[src/rtl/loader_pkg.sv]
// Shared definitions for the program loader: FSM state encoding, header width
// and default geometry.
package loader_pkg;

  typedef enum logic [2:0] {
    ST_IDLE  = 3'd0,
    ST_HDR0  = 3'd1,
    ST_HDR1  = 3'd2,
    ST_DATA  = 3'd3,
    ST_WRITE = 3'd4,
    ST_DONE  = 3'd5,
    ST_ERR   = 3'd6
  } state_t;

  localparam int HDR_WIDTH          = 16;
  localparam int DEFAULT_ADDR_WIDTH = 8;
  localparam int DEFAULT_MAX_WORDS  = 256;

endpackage

[src/rtl/program_loader_if.sv]
// Byte-stream input and instruction-memory write bus of the program loader.
// Handshake: a byte moves on a rising edge where byte_valid && byte_ready are
// both high; the source holds byte_data stable while byte_valid is high and
// byte_ready never depends combinationally on byte_valid.
interface program_loader_if #(
  parameter int ADDR_WIDTH = 8
) ();
  logic                  byte_valid;
  logic [7:0]            byte_data;
  logic                  byte_ready;
  logic                  mem_we;
  logic [ADDR_WIDTH-1:0] mem_addr;
  logic [31:0]           mem_wdata;

  modport master (
    output byte_valid, byte_data,
    input  byte_ready, mem_we, mem_addr, mem_wdata
  );

  modport slave (
    input  byte_valid, byte_data,
    output byte_ready, mem_we, mem_addr, mem_wdata
  );
endinterface

[src/rtl/program_loader_word_assembler.sv]
// Collects four bytes, least-significant first, into one 32-bit word.
// word_full flags the cycle in which the fourth byte is being accepted.
module word_assembler (
  input  logic        clk,
  input  logic        reset,
  input  logic        clear,
  input  logic        byte_en,
  input  logic [7:0]  byte_data,
  output logic [31:0] word,
  output logic        word_full
);

  logic [1:0]  lane_q;
  logic [31:0] word_q;

  always_ff @(posedge clk or posedge reset) begin
    if (reset) begin
      lane_q <= 2'd0;
      word_q <= 32'd0;
    end else if (clear) begin
      lane_q <= 2'd0;
      word_q <= 32'd0;
    end else if (byte_en) begin
      word_q[{lane_q, 3'b000} +: 8] <= byte_data;
      lane_q                        <= lane_q + 2'd1;
    end
  end

  assign word      = word_q;
  assign word_full = byte_en && (lane_q == 2'd3);

endmodule

[src/rtl/program_loader.sv]
// Boot loader: parses a length-prefixed byte stream, writes the words to
// instruction memory from address 0 and holds the core in reset until done.
module program_loader
  import loader_pkg::*;
#(
  parameter int ADDR_WIDTH = DEFAULT_ADDR_WIDTH,
  parameter int MAX_WORDS  = DEFAULT_MAX_WORDS
) (
  input  logic              clk,
  input  logic              reset,
  input  logic              start,
  program_loader_if.slave   bus,
  output logic              core_reset,
  output logic              done,
  output logic              error,
  output logic [ADDR_WIDTH:0] words_loaded,
  output state_t            dbg_state
);

  state_t                 state_q, state_d;
  logic [HDR_WIDTH-1:0]   count_q, count_d, hdr_len;
  logic [ADDR_WIDTH:0]    wl_q, wl_d, wl_inc;
  logic [ADDR_WIDTH-1:0]  mem_addr_q;
  logic                   byte_ready_q, mem_we_q, core_reset_q, done_q, error_q;
  logic                   accept, byte_en, asm_clear, word_full, hdr_ok;
  logic [31:0]            asm_word;

  assign accept  = bus.byte_valid && byte_ready_q;
  assign byte_en = accept && (state_q == ST_DATA);
  assign hdr_len = {bus.byte_data, count_q[7:0]};
  assign hdr_ok  = (hdr_len != '0) && (32'(hdr_len) <= MAX_WORDS);
  assign wl_inc  = wl_q + (ADDR_WIDTH+1)'(1);

  word_assembler u_asm (
    .clk       (clk),
    .reset     (reset),
    .clear     (asm_clear),
    .byte_en   (byte_en),
    .byte_data (bus.byte_data),
    .word      (asm_word),
    .word_full (word_full)
  );

  always_comb begin
    state_d   = state_q;
    count_d   = count_q;
    wl_d      = wl_q;
    asm_clear = 1'b0;
    case (state_q)
      ST_IDLE: if (start) begin
        state_d   = ST_HDR0;
        wl_d      = '0;
        asm_clear = 1'b1;
      end
      ST_HDR0: if (accept) begin
        count_d[7:0] = bus.byte_data;
        state_d      = ST_HDR1;
      end
      ST_HDR1: if (accept) begin
        count_d[15:8] = bus.byte_data;
        state_d       = hdr_ok ? ST_DATA : ST_ERR;
      end
      ST_DATA: if (word_full) state_d = ST_WRITE;
      ST_WRITE: begin
        wl_d      = wl_inc;
        asm_clear = 1'b1;
        state_d   = (HDR_WIDTH'(wl_inc) == count_q) ? ST_DONE : ST_DATA;
      end
      ST_DONE, ST_ERR: if (start) begin
        state_d   = ST_HDR0;
        wl_d      = '0;
        asm_clear = 1'b1;
      end
      default: state_d = ST_IDLE;
    endcase
  end

  // Outputs are registered from the next state so they line up with state_q.
  always_ff @(posedge clk or posedge reset) begin
    if (reset) begin
      state_q      <= ST_IDLE;
      count_q      <= '0;
      wl_q         <= '0;
      mem_addr_q   <= '0;
      byte_ready_q <= 1'b0;
      mem_we_q     <= 1'b0;
      core_reset_q <= 1'b1;
      done_q       <= 1'b0;
      error_q      <= 1'b0;
    end else begin
      state_q      <= state_d;
      count_q      <= count_d;
      wl_q         <= wl_d;
      byte_ready_q <= (state_d == ST_HDR0) || (state_d == ST_HDR1) || (state_d == ST_DATA);
      mem_we_q     <= (state_d == ST_WRITE);
      core_reset_q <= (state_d != ST_DONE);
      done_q       <= (state_d == ST_DONE);
      error_q      <= (state_d == ST_ERR);
      if (state_d == ST_WRITE) mem_addr_q <= wl_q[ADDR_WIDTH-1:0];
    end
  end

  assign bus.byte_ready = byte_ready_q;
  assign bus.mem_we     = mem_we_q;
  assign bus.mem_addr   = mem_addr_q;
  assign bus.mem_wdata  = asm_word;
  assign core_reset     = core_reset_q;
  assign done           = done_q;
  assign error          = error_q;
  assign words_loaded   = wl_q;
  assign dbg_state      = state_q;

endmodule

[src/flat_wrapper.sv]
// flat-port wrapper written by rule: the top's interface ports become plain ports
module program_loader_flat import loader_pkg::*;
#(
  parameter int ADDR_WIDTH = DEFAULT_ADDR_WIDTH,
  parameter int MAX_WORDS  = DEFAULT_MAX_WORDS
)
  (clk, reset, start, core_reset, done, error, words_loaded, dbg_state, bus_byte_valid, bus_byte_data, bus_byte_ready, bus_mem_we, bus_mem_addr, bus_mem_wdata);
  program_loader_if #(.ADDR_WIDTH(ADDR_WIDTH)) bus_i ();
  input  logic clk;
  input  logic reset;
  input  logic start;
  output logic core_reset;
  output logic done;
  output logic error;
  output logic [ADDR_WIDTH:0] words_loaded;
  output state_t dbg_state;
  input wire logic [$bits(bus_i.byte_valid)-1:0] bus_byte_valid;
  input wire logic [$bits(bus_i.byte_data)-1:0] bus_byte_data;
  output wire logic [$bits(bus_i.byte_ready)-1:0] bus_byte_ready;
  output wire logic [$bits(bus_i.mem_we)-1:0] bus_mem_we;
  output wire logic [$bits(bus_i.mem_addr)-1:0] bus_mem_addr;
  output wire logic [$bits(bus_i.mem_wdata)-1:0] bus_mem_wdata;
  assign bus_i.byte_valid = bus_byte_valid;
  assign bus_i.byte_data = bus_byte_data;
  assign bus_byte_ready = bus_i.byte_ready;
  assign bus_mem_we = bus_i.mem_we;
  assign bus_mem_addr = bus_i.mem_addr;
  assign bus_mem_wdata = bus_i.mem_wdata;
  program_loader #(.ADDR_WIDTH(ADDR_WIDTH), .MAX_WORDS(MAX_WORDS)) u_core (.clk(clk), .reset(reset), .start(start), .bus(bus_i), .core_reset(core_reset), .done(done), .error(error), .words_loaded(words_loaded), .dbg_state(dbg_state));
endmodule
[config.mk]
export PLATFORM = sky130hd
export DESIGN_NAME = program_loader_flat
export DESIGN_NICKNAME = d
export VERILOG_FILES = /design/src/rtl/loader_pkg.sv /design/src/rtl/program_loader_if.sv /design/src/rtl/program_loader_word_assembler.sv /design/src/rtl/program_loader.sv /design/src/flat_wrapper.sv
export SDC_FILE = /design/constraint.sdc
export NUM_CORES = 1
export LEC_CHECK = 0
export CELL_PAD_IN_SITES_DETAIL_PLACEMENT = 0
export CELL_PAD_IN_SITES_GLOBAL_PLACEMENT = 2
export CORE_MARGIN = 4
export CORE_UTILIZATION = 36
export DETAILED_ROUTE_END_ITERATION = 8
export MAX_ROUTING_LAYER = met4
export PLACE_DENSITY_LB_ADDON = 0.1
export SLEW_MARGIN = 20
export SYNTH_ARGS = -nofsm -noshare
export SYNTH_HDL_FRONTEND = slang
export SYNTH_SLANG_ARGS = --single-unit
[constraint.sdc]
create_clock -name clk -period 4.1 [get_ports clk]
set_clock_uncertainty 0.15 [all_clocks]
set_input_delay 0.82 -clock clk [delete_from_list [all_inputs] [get_ports clk]]
set_output_delay 0.82 -clock clk [all_outputs]
set_load 0.05 [all_outputs]
==> results of run 1 <==
cell usage in the layout (no fill, tap or decap), types with 3 or more instances in the layout:
cell type / Yosys / layout
dfrtp_1: 74 / 74
clkdlybuf4s50_1: 0 / 68
nand2_1: 36 / 36
mux2_2: 24 / 24
o21ai_0: 18 / 18
a22o_1: 16 / 16
nor2_1: 13 / 13
a21oi_1: 12 / 12
clkbuf_8: 1 / 12
nand3_1: 11 / 11
xnor2_1: 10 / 10
a22oi_1: 8 / 8
xor2_1: 6 / 6
ha_1: 6 / 6
inv_1: 6 / 5
o31ai_1: 4 / 4
buf_4: 3 / 4
nor3_2: 3 / 3
nand2b_1: 3 / 3
nand4_1: 3 / 3
and3_1: 3 / 3
nand3b_1: 3 / 3
bufinv_16: 0 / 3
registers in the layout (all words and copies together), names as in the netlist:
| register | flops |
|---|---|
| u_core.bus.byte_ready | 1 |
| u_core.bus.mem_addr | 8 |
| u_core.bus.mem_we | 1 |
| u_core.core_reset | 1 |
| u_core.count_q | 16 |
| u_core.dbg_state | 3 |
| u_core.done | 1 |
| u_core.error | 1 |
| u_core.u_asm.lane_q | 2 |
| u_core.u_asm.word | 32 |
| u_core.words_loaded | 9 |
routing by layer:
metal,global-route usage (%),vias to the layer above,share of wire (%)
li1,-,1245,-
met1,23.31,1289,50
met2,23.16,55,45
met3,2.529,8,4.0
met4,5.753,0,1.0
met5,-,-,0
report_power, final:
part | switching, mW | total, mW | leakage, nW | internal [mW]
Sequential | 0.193 | 1.13 | 0.992 | 0.935
Clock | 0.268 | 0.721 | 0.133 | 0.453
Combinational | 0.799 | 1.31 | 0.817 | 0.515
worst paths after layout:
path | cells past startpoint | endpoint
max in group asynchronous | 3 | u_core.core_reset$_DFF_PP1_
worst max-delay path | 7 | u_core.u_asm.word[30]$_DFFE_PP0P_
min in group asynchronous | 3 | u_core.u_asm.word[9]$_DFFE_PP0P_
worst min register to register | 2 | u_core.bus.mem_addr[1]$_DFFE_PP0P_
worst min-delay path | 2 | u_core.bus.mem_addr[1]$_DFFE_PP0P_
worst max register to register | 5 | u_core.u_asm.word[3]$_DFFE_PP0P_
cells by family after synthesis:
family,count (synthesis),share of synthesized area [%]
AO/OA/AOI/OAI,69,13.54
XOR/XNOR,16,3.979
adder cells (fa/ha/maj),6,2.131
buffers and inverters,17,2.983
flip-flops,75,53.32
multiplexers,24,7.673
AND/OR/NAND/NOR,99,16.38
area by class of cell:
class                           instances  area share, %
Clock inverter                          4          2.071
Sequential cell                        75          40.90
Tap cell                              129          3.515
Multi-Input combinational cell        214          33.52
Clock buffer                           12          3.597
Inverter                                6         0.4905
Timing Repair Buffer                   73          15.91
worst max-delay path, stage by stage:
cell and delay (ps):
clkdlybuf4s50_1 510, nand3_2 130, nor2_2 430, nand2_1 350
nor4_4 430, a22oi_1 130, nor2_1 130
==> results_dict.tcl, run 1 <==
set metrics [dict create \
    wire_per_inst_um 16.75 \
    clk_pin_slew_ps 80 \
    grt_overflow 0 \
    clockBufferDepth 2 \
    detailed_place_hpwl_mm 5.857 \
    timing.final.crit_period_ps 2824 \
    cts-buffers-inserted 9 \
    antenna_found_initial 0 \
    vias 2597 \
    tightest_slew_ps 1003 \
    report.final.slew_viol_count 0 \
    grt_max_degree 76 \
    ant_nets 0 \
    p_leak_nw 1.942 \
    chipHeight_um 106.9 \
    dr.pass1.iters 6 \
    synth_area_mm2 0.003522 \
    rrSetupSlack_ps 1500 \
    nNetsFinal 397 \
    start_util_pct 37.58 \
    r2r-start "u_core.dbg_state[1]$_DFF_PP0_" \
    clock-root-buffer "clkbuf_8" \
    cp.arrival_ps 2940 \
    die-area_mm2 0.01143 \
    tns_ps 0 \
    syn2layout_area_growth_pct 30.37 \
    yosysTopAreaCell "dfrtp_1" \
    num_rows 35 \
    htreeDepth 3 \
    synth_cells 306 \
    ir_worst_vdd_mv 0.3271 \
    hold_viol 0 \
    fmax_ghz 0.3542 \
    synth.most_common_cell "dfrtp_1" \
    drt-total-wl_mm 8.595 \
    yosys.area.top_type_share_pct 52.58 \
    drtIter0Drc 127 \
    finalPower_mw 3.164 \
    multi_input_area_mm2 0.001539 \
    finalSetupViolCount 0 \
    hold_class "flop to flop" \
    post_drt_via_cell_ratio 5.062 \
    stdcell_count 513 \
    grt_first_pass_wirelength_mm 13.99 \
    netlist_top_cells_area "dfrtp_1 (53%), mux2_2 (7.7%), a22o_1 (4.0%), nand2_1 (3.8%), o21ai_0 (2.6%)" \
    rsz0062_at_grt "no" \
    finalCritPeriodShare_pct 68.87 \
    hold_ws_ps 343.5 \
    final_util_pct 49.00 \
    regArea_mm2 0.001878 \
    syn_nets 324 \
    final_design_area_no_fill_mm2 0.004592 \
    critPathLaunchType "input pin" \
    synth_common_cells "dfrtp_1 (74), nand2_1 (36), mux2_2 (24)" \
    synthArstFlopShare_pct 100.0 \
    syn_avg_cell_area_um2 11.51 \
    synth_top_flop_cell "dfrtp_1" \
    post_cts_resized 0 \
    die_w_um 106.9 \
    cap_violations 0 \
    port_buffers 68 \
    place_inst 497 \
    track_usage_pct 16.16 \
    hold_start "u_core.bus.mem_addr[1]$_DFFE_PP0P_" \
    clkLatencyLatePin_ps 340 \
    critPathRequiredTime_ps 4210 \
    drc 0 \
    status "finished clean" \
    drive_gt1_share_pct 18.49 \
    insertedDiodeCount 0 \
    p_per_area_mw_per_mm2 688.9 \
    synth_cell_types 53 \
    synth_edf_count 0 \
    pre_cts_ws_ps 944.4 \
    endpoint_kind "flop" \
    first_global_vias 2565 \
    cts_tree "yes" \
    path_class "input pin to flop" \
    gp_congestion 0.7508 \
    ys_seq_area_share_pct 53.32 \
    slew_headroom_pct 33.02 \
    core_mm2 0.009371 \
    yosysWarnings 0 \
    clock_sinks 75 \
    post_cts_buffers 0 \
    ctsHoldBuffers 0 \
    startpoint "bus_byte_valid" \
    fin_ws_ps 1276 \
    top_level_ports 69 \
    cp_max_fo 11 \
    nFillCells 895 \
    placed_cell_area_mm2 0.004332 \
    synth_seq_cells 75 \
]
No activity file was read; power rests on OpenSTA's default activity.
==> run 2, diff against run 1 <==
--- a/config.mk
+++ b/config.mk
@@ -8,7 +8,7 @@
 export CELL_PAD_IN_SITES_DETAIL_PLACEMENT = 0
 export CELL_PAD_IN_SITES_GLOBAL_PLACEMENT = 2
 export CORE_MARGIN = 4
-export CORE_UTILIZATION = 36
+export CORE_UTILIZATION = 30
 export DETAILED_ROUTE_END_ITERATION = 8
 export MAX_ROUTING_LAYER = met4
 export PLACE_DENSITY_LB_ADDON = 0.1
==> constraint.sdc (replaced) <==
create_clock -name clk -period 2.5 [get_ports clk]
set_clock_uncertainty 0.15 [all_clocks]
set_input_delay 0.5 -clock clk [delete_from_list [all_inputs] [get_ports clk]]
set_output_delay 0.5 -clock clk [all_outputs]
set_load 0.05 [all_outputs]
==> run 2 against run 1 <==
Sequential cell count did not move; sequential share of layout area shrank 1.7 points; final cell count increased by 6.2%; global-route usage decreased by 1.1 points.
==> results_dict.tcl, run 2 (synthesis gave the netlist of run 1 again) <==
set metrics [dict create \
    syn2layout_area_growth_pct 35.95 \
    hold_start "u_core.bus.mem_addr[1]$_DFFE_PP0P_" \
    fmax_ghz 0.4175 \
    cp_cell_sequence "clkdlybuf4s50_1" \
    drive_gt1_share_pct 22.14 \
    p_seq_share_pct 34.0 \
    largest_reg_flops 32 \
    p_int_mw 3.236 \
    clockBufferDepth 2 \
    m1WireLength_mm 4.791 \
    timing.final.crit_period_ps 2395 \
    core_mm2 0.01147 \
    r2r_cells 6 \
    final_design_area_no_fill_mm2 0.004788 \
    p_comb_share_pct 42.3 \
    cp_max_fo 11 \
    first_global_vias 2546 \
    r2r-end "u_core.u_asm.word[18]$_DFFE_PP0P_" \
    critPathRequiredTime_ps 1850 \
    stdcell_count 545 \
    top_level_ports 69 \
    grt_overflow 0 \
    grt_max_degree 76 \
    finalPower_mw 5.418 \
    port_buffers 68 \
    power_frac_clock_pct 23.7 \
    post_cts_resized 0 \
    drtIter0Drc 160 \
    insertedDiodeCount 0 \
    path_delay_family "buffers and inverters" \
    tightest_slew_ps 503.8 \
    antenna_found_initial 0 \
    cp_slowest_cell "clkdlybuf4s50_1" \
    die-area_mm2 0.01354 \
    chipHeight_um 116.4 \
    status "finished clean" \
    cp.arrival_ps 1750 \
    met2_length_mm 4.170 \
    slew_headroom_pct 66.31 \
    endpoint_kind "primary output" \
    vias 2650 \
    cts_tree "yes" \
    ir_worst_vdd_mv 0.6205 \
    start_util_pct 30.71 \
    clk_pin_slew_ps 60 \
    finalSetupViolCount 0 \
    drt-total-wl_mm 9.505 \
    cp_slowest_stage_delay_ps 870 \
    htreeDepth 3 \
    regArea_mm2 0.001878 \
    cts-buffers-inserted 9 \
    p_sw_share_pct 40.29 \
    holdPathEnd "u_core.bus.mem_addr[1]$_DFFE_PP0P_" \
    cap_violations 0 \
    crit_buf_inv 1 \
    placed_cell_area_mm2 0.004496 \
    hold_class "flop to flop" \
    p_per_area_mw_per_mm2 1132 \
    ctsHoldBuffers 0 \
    hold_viol 0 \
    track_usage_pct 15.02 \
    report.final.slew_viol_count 0 \
    hold_ws_ps 333.8 \
    clock-root-buffer "clkbuf_16" \
    hold-path-cell-count 2 \
    pre_cts_ws_ps 13.77 \
    met3_length_um 412 \
    power.switching_mw 2.183 \
    dr.pass1.iters 5 \
    nNetsFinal 416 \
    clkLatencyLatePin_ps 330 \
    rsz0062_at_grt "no" \
    nFillCells 1116 \
    post_drt_via_cell_ratio 4.862 \
    ant_nets 0 \
    route.top_layer_used "met4" \
    wire_per_inst_um 17.44 \
    p_leak_nw 2.052 \
    die_w_um 116.4 \
    layout_common_cells "dfrtp_1 (74), clkdlybuf4s50_1 (67), nand2_1 (36)" \
    clock_sinks 75 \
    r2r-start "u_core.u_asm.lane_q[0]$_DFFE_PP0P_" \
    layout_commonest_cell "dfrtp_1" \
    finalCritPeriodShare_pct 95.81 \
    fin_ws_ps 104.7 \
    rrSetupSlack_ps 330 \
    drc 0 \
    path_class "flop to primary output" \
    critPathLaunchType "flop" \
    place_inst 530 \
    multi_input_area_mm2 0.001539 \
    detailed_place_hpwl_mm 6.670 \
    gp_congestion 0.7557 \
    post_cts_buffers 0 \
    num_rows 39 \
    grt_first_pass_wirelength_mm 14.82 \
]
[run 2: worst max path at each step]
stage / from / end / depth (start not counted)
final: u_core.words_loaded[2]$_DFFE_PP0P_ / words_loaded[2] / 1
after global routing: u_core.words_loaded[2]$_DFFE_PP0P_ / words_loaded[2] / 1
after CTS: u_core.dbg_state[0]$_DFF_PP0_ / dbg_state[0] / 1
after detailed placement: bus_byte_data[6] / u_core.dbg_state[2]$_DFF_PP0_ / 7
after global placement: bus_byte_data[6] / u_core.dbg_state[2]$_DFF_PP0_ / 7
after floorplan: u_core.words_loaded[0]$_DFFE_PP0P_ / u_core.done$_DFF_PP0_ / 7
[run 2: final cells by class]
class	instances	area share [%]
multi-input combinational	214	32.14
clock buffer	9	4.703
sequential	75	39.22
clock inverter	6	1.359
timing repair buffer	92	18.29
inverter	6	0.5487
tap	143	3.737
[run 2: power by group through the flow]
stage	Combinational, mW	Clock [mW]	Sequential, mW
final	2.29	1.29	1.84
after detailed placement	2.31	0	1.87
after CTS	2.32	1.33	1.85
after global placement	2.30	0	1.87
after global routing	2.47	1.36	1.89
after floorplan	1.04	0	2.37
[run 2: per-layer routing]
metal | up-vias | global-route usage, %
li1 | 1284 | -
met1 | 1302 | 22.38
met2 | 54 | 20.25
met3 | 10 | 2.280
met4 | 0 | 6.032
met5 | - | -
[run 2: through the flow]
step                utilization [%]  setup TNS [ps]
floorplan                         -               0
global placement              39.20          -4.598
detailed placement            39.20               0
CTS                           41.73               0
global route                  41.76               0
finish                        41.76               0
==> run 3, diff against run 2 <==
--- a/config.mk
+++ b/config.mk
@@ -12,6 +12,7 @@
 export DETAILED_ROUTE_END_ITERATION = 8
 export MAX_ROUTING_LAYER = met4
 export PLACE_DENSITY_LB_ADDON = 0.1
+export RECOVER_POWER = 25
 export SLEW_MARGIN = 20
 export SYNTH_ARGS = -nofsm -noshare
 export SYNTH_HDL_FRONTEND = slang
==> run 3 against run 2 <==
Worst hold slack hardly changed; critical endpoint unchanged; critical path type unchanged; largest cell class unchanged; register-to-register slack hardly changed; sequential cell count stayed put; total power hardly changed; die area stayed put.
==> results_dict.tcl, run 3 (synthesis gave the netlist of run 1 again) <==
set metrics [dict create \
    drc 0 \
    grt_max_degree 76 \
    path_delay_family "buffers and inverters" \
    antenna_found_initial 0 \
    clock_sinks 75 \
    dr.pass1.iters 4 \
    power.switching_mw 2.184 \
    post_drt_via_cell_ratio 4.921 \
    chipHeight_um 116.4 \
    grt_first_pass_wirelength_mm 14.82 \
    grt_overflow 0 \
    drt-total-wl_mm 9.506 \
    die_w_um 116.4 \
    power_frac_clock_pct 23.7 \
    fin_ws_ps 91.21 \
    nFillCells 1116 \
    status "finished clean" \
    fmax_ghz 0.4151 \
    startpoint "u_core.words_loaded[2]$_DFFE_PP0P_" \
    timing.final.crit_period_ps 2409 \
    crit_buf_inv 1 \
    finalSetupViolCount 0 \
    cts-buffers-inserted 9 \
    clk_pin_slew_ps 60 \
    critPathRequiredTime_ps 1850 \
    r2r-start "u_core.u_asm.lane_q[0]$_DFFE_PP0P_" \
    slew_headroom_pct 30.38 \
    detailed_place_hpwl_mm 6.670 \
    layout_common_cells "dfrtp_1 (74), clkdlybuf4s50_1 (66), nand2_1 (36)" \
    tightest_slew_ps 1044 \
    cp_cell_sequence "clkdlybuf4s50_1" \
    cap_violations 0 \
    hold_class "flop to flop" \
    clock-root-buffer "clkbuf_16" \
    cp.arrival_ps 1760 \
    finalPower_mw 5.417 \
    htreeDepth 3 \
    first_global_vias 2546 \
    p_comb_share_pct 42.3 \
    critPathLaunchType "flop" \
    largest_reg_flops 32 \
    layout_commonest_cell "dfrtp_1" \
    ir_worst_vdd_mv 0.6185 \
    cp_slowest_stage_delay_ps 870 \
    p_leak_nw 2.047 \
    hold_start "u_core.bus.mem_addr[1]$_DFFE_PP0P_" \
    hold_viol 0 \
    p_per_area_mw_per_mm2 1134 \
    wire_per_inst_um 17.44 \
    insertedDiodeCount 0 \
    num_rows 39 \
    cp_max_fo 11 \
    drive_gt1_share_pct 22.14 \
    syn2layout_area_growth_pct 35.60 \
    path_class "flop to primary output" \
    endpoint_kind "primary output" \
    die-area_mm2 0.01354 \
    top_level_ports 69 \
    core_mm2 0.01147 \
    rsz0062_at_grt "no" \
    clockBufferDepth 2 \
    nNetsFinal 416 \
    post_cts_buffers 0 \
    clkLatencyLatePin_ps 330 \
    vias 2682 \
    finalCritPeriodShare_pct 96.35 \
    start_util_pct 30.71 \
    ant_nets 0 \
    port_buffers 68 \
    p_seq_share_pct 34.0 \
    pre_cts_ws_ps 13.77 \
    gp_congestion 0.7557 \
    p_int_mw 3.233 \
    track_usage_pct 15.02 \
    drtIter0Drc 162 \
    cts_tree "yes" \
    p_sw_share_pct 40.32 \
    report.final.slew_viol_count 0 \
    cp_slowest_cell "clkdlybuf4s50_1" \
]
## run 3: final timing paths
kind / end / slack (ps) / depth (start not counted)
max: words_loaded[2] / 90 / 1
min: u_core.bus.mem_addr[1]$_DFFE_PP0P_ / 330 / 2
max reg2reg: u_core.u_asm.word[18]$_DFFE_PP0P_ / 330 / 6
min reg2reg: u_core.bus.mem_addr[1]$_DFFE_PP0P_ / 330 / 2
max in group asynchronous: u_core.bus.mem_addr[3]$_DFFE_PP0P_ / 660 / 3
min in group asynchronous: u_core.u_asm.word[10]$_DFFE_PP0P_ / 890 / 3
## run 3: repair_timing
action	4_1_cts	5_1_grt
resized for setup	0	1
hold buffers	0	0
setup endpoints to repair	0	1
## run 3: layer usage
| metal | part of all wire [%] | GRT usage [%] | up-vias |
|---|---|---|---|
| met2 | 44 | 20.25 | 52 |
| li1 | - | - | 1287 |
| met4 | 1.4 | 6.032 | 0 |
| met5 | 0 | - | - |
| met3 | 4.0 | 2.280 | 9 |
| met1 | 50 | 22.38 | 1334 |
## run 3: power groups by stage
| stage | registers [mW] | clock network, mW | logic (mW) |
|---|---|---|---|
| after floorplan | 2.37 | 0 | 1.04 |
| after global placement | 1.87 | 0 | 2.30 |
| after detailed placement | 1.87 | 0 | 2.31 |
| after CTS | 1.85 | 1.33 | 2.32 |
| after global routing | 1.89 | 1.36 | 2.47 |
| final | 1.84 | 1.29 | 2.29 |
## run 3: area by class of cell
class / instances / area [µm²] / share of cell area (%)
clock buffer: 9 / 225.2 / 4.716
clock inverter: 6 / 65.06 / 1.362
inverter: 6 / 26.28 / 0.5502
multi-input combinational: 214 / 1539 / 32.22
sequential: 75 / 1878 / 39.32
tap: 143 / 178.9 / 3.746
timing repair buffer: 92 / 863.3 / 18.08
## run 3: per-stage QoR
stage / utilization [%] / TNS, ps / hold WS [ps] / std cells / instance area (µm²)
global route: 41.65 / 0 / 367.8 / 545 / 4776
global placement: 39.20 / -4.598 / 321.1 / 530 / 4496
finish: 41.65 / 0 / 333.9 / 545 / 4776
CTS: 41.73 / 0 / 344.4 / 545 / 4786
detailed placement: 39.20 / 0 / 331.2 / 530 / 4496
floorplan: - / 0 / 321.6 / 306 / 3526
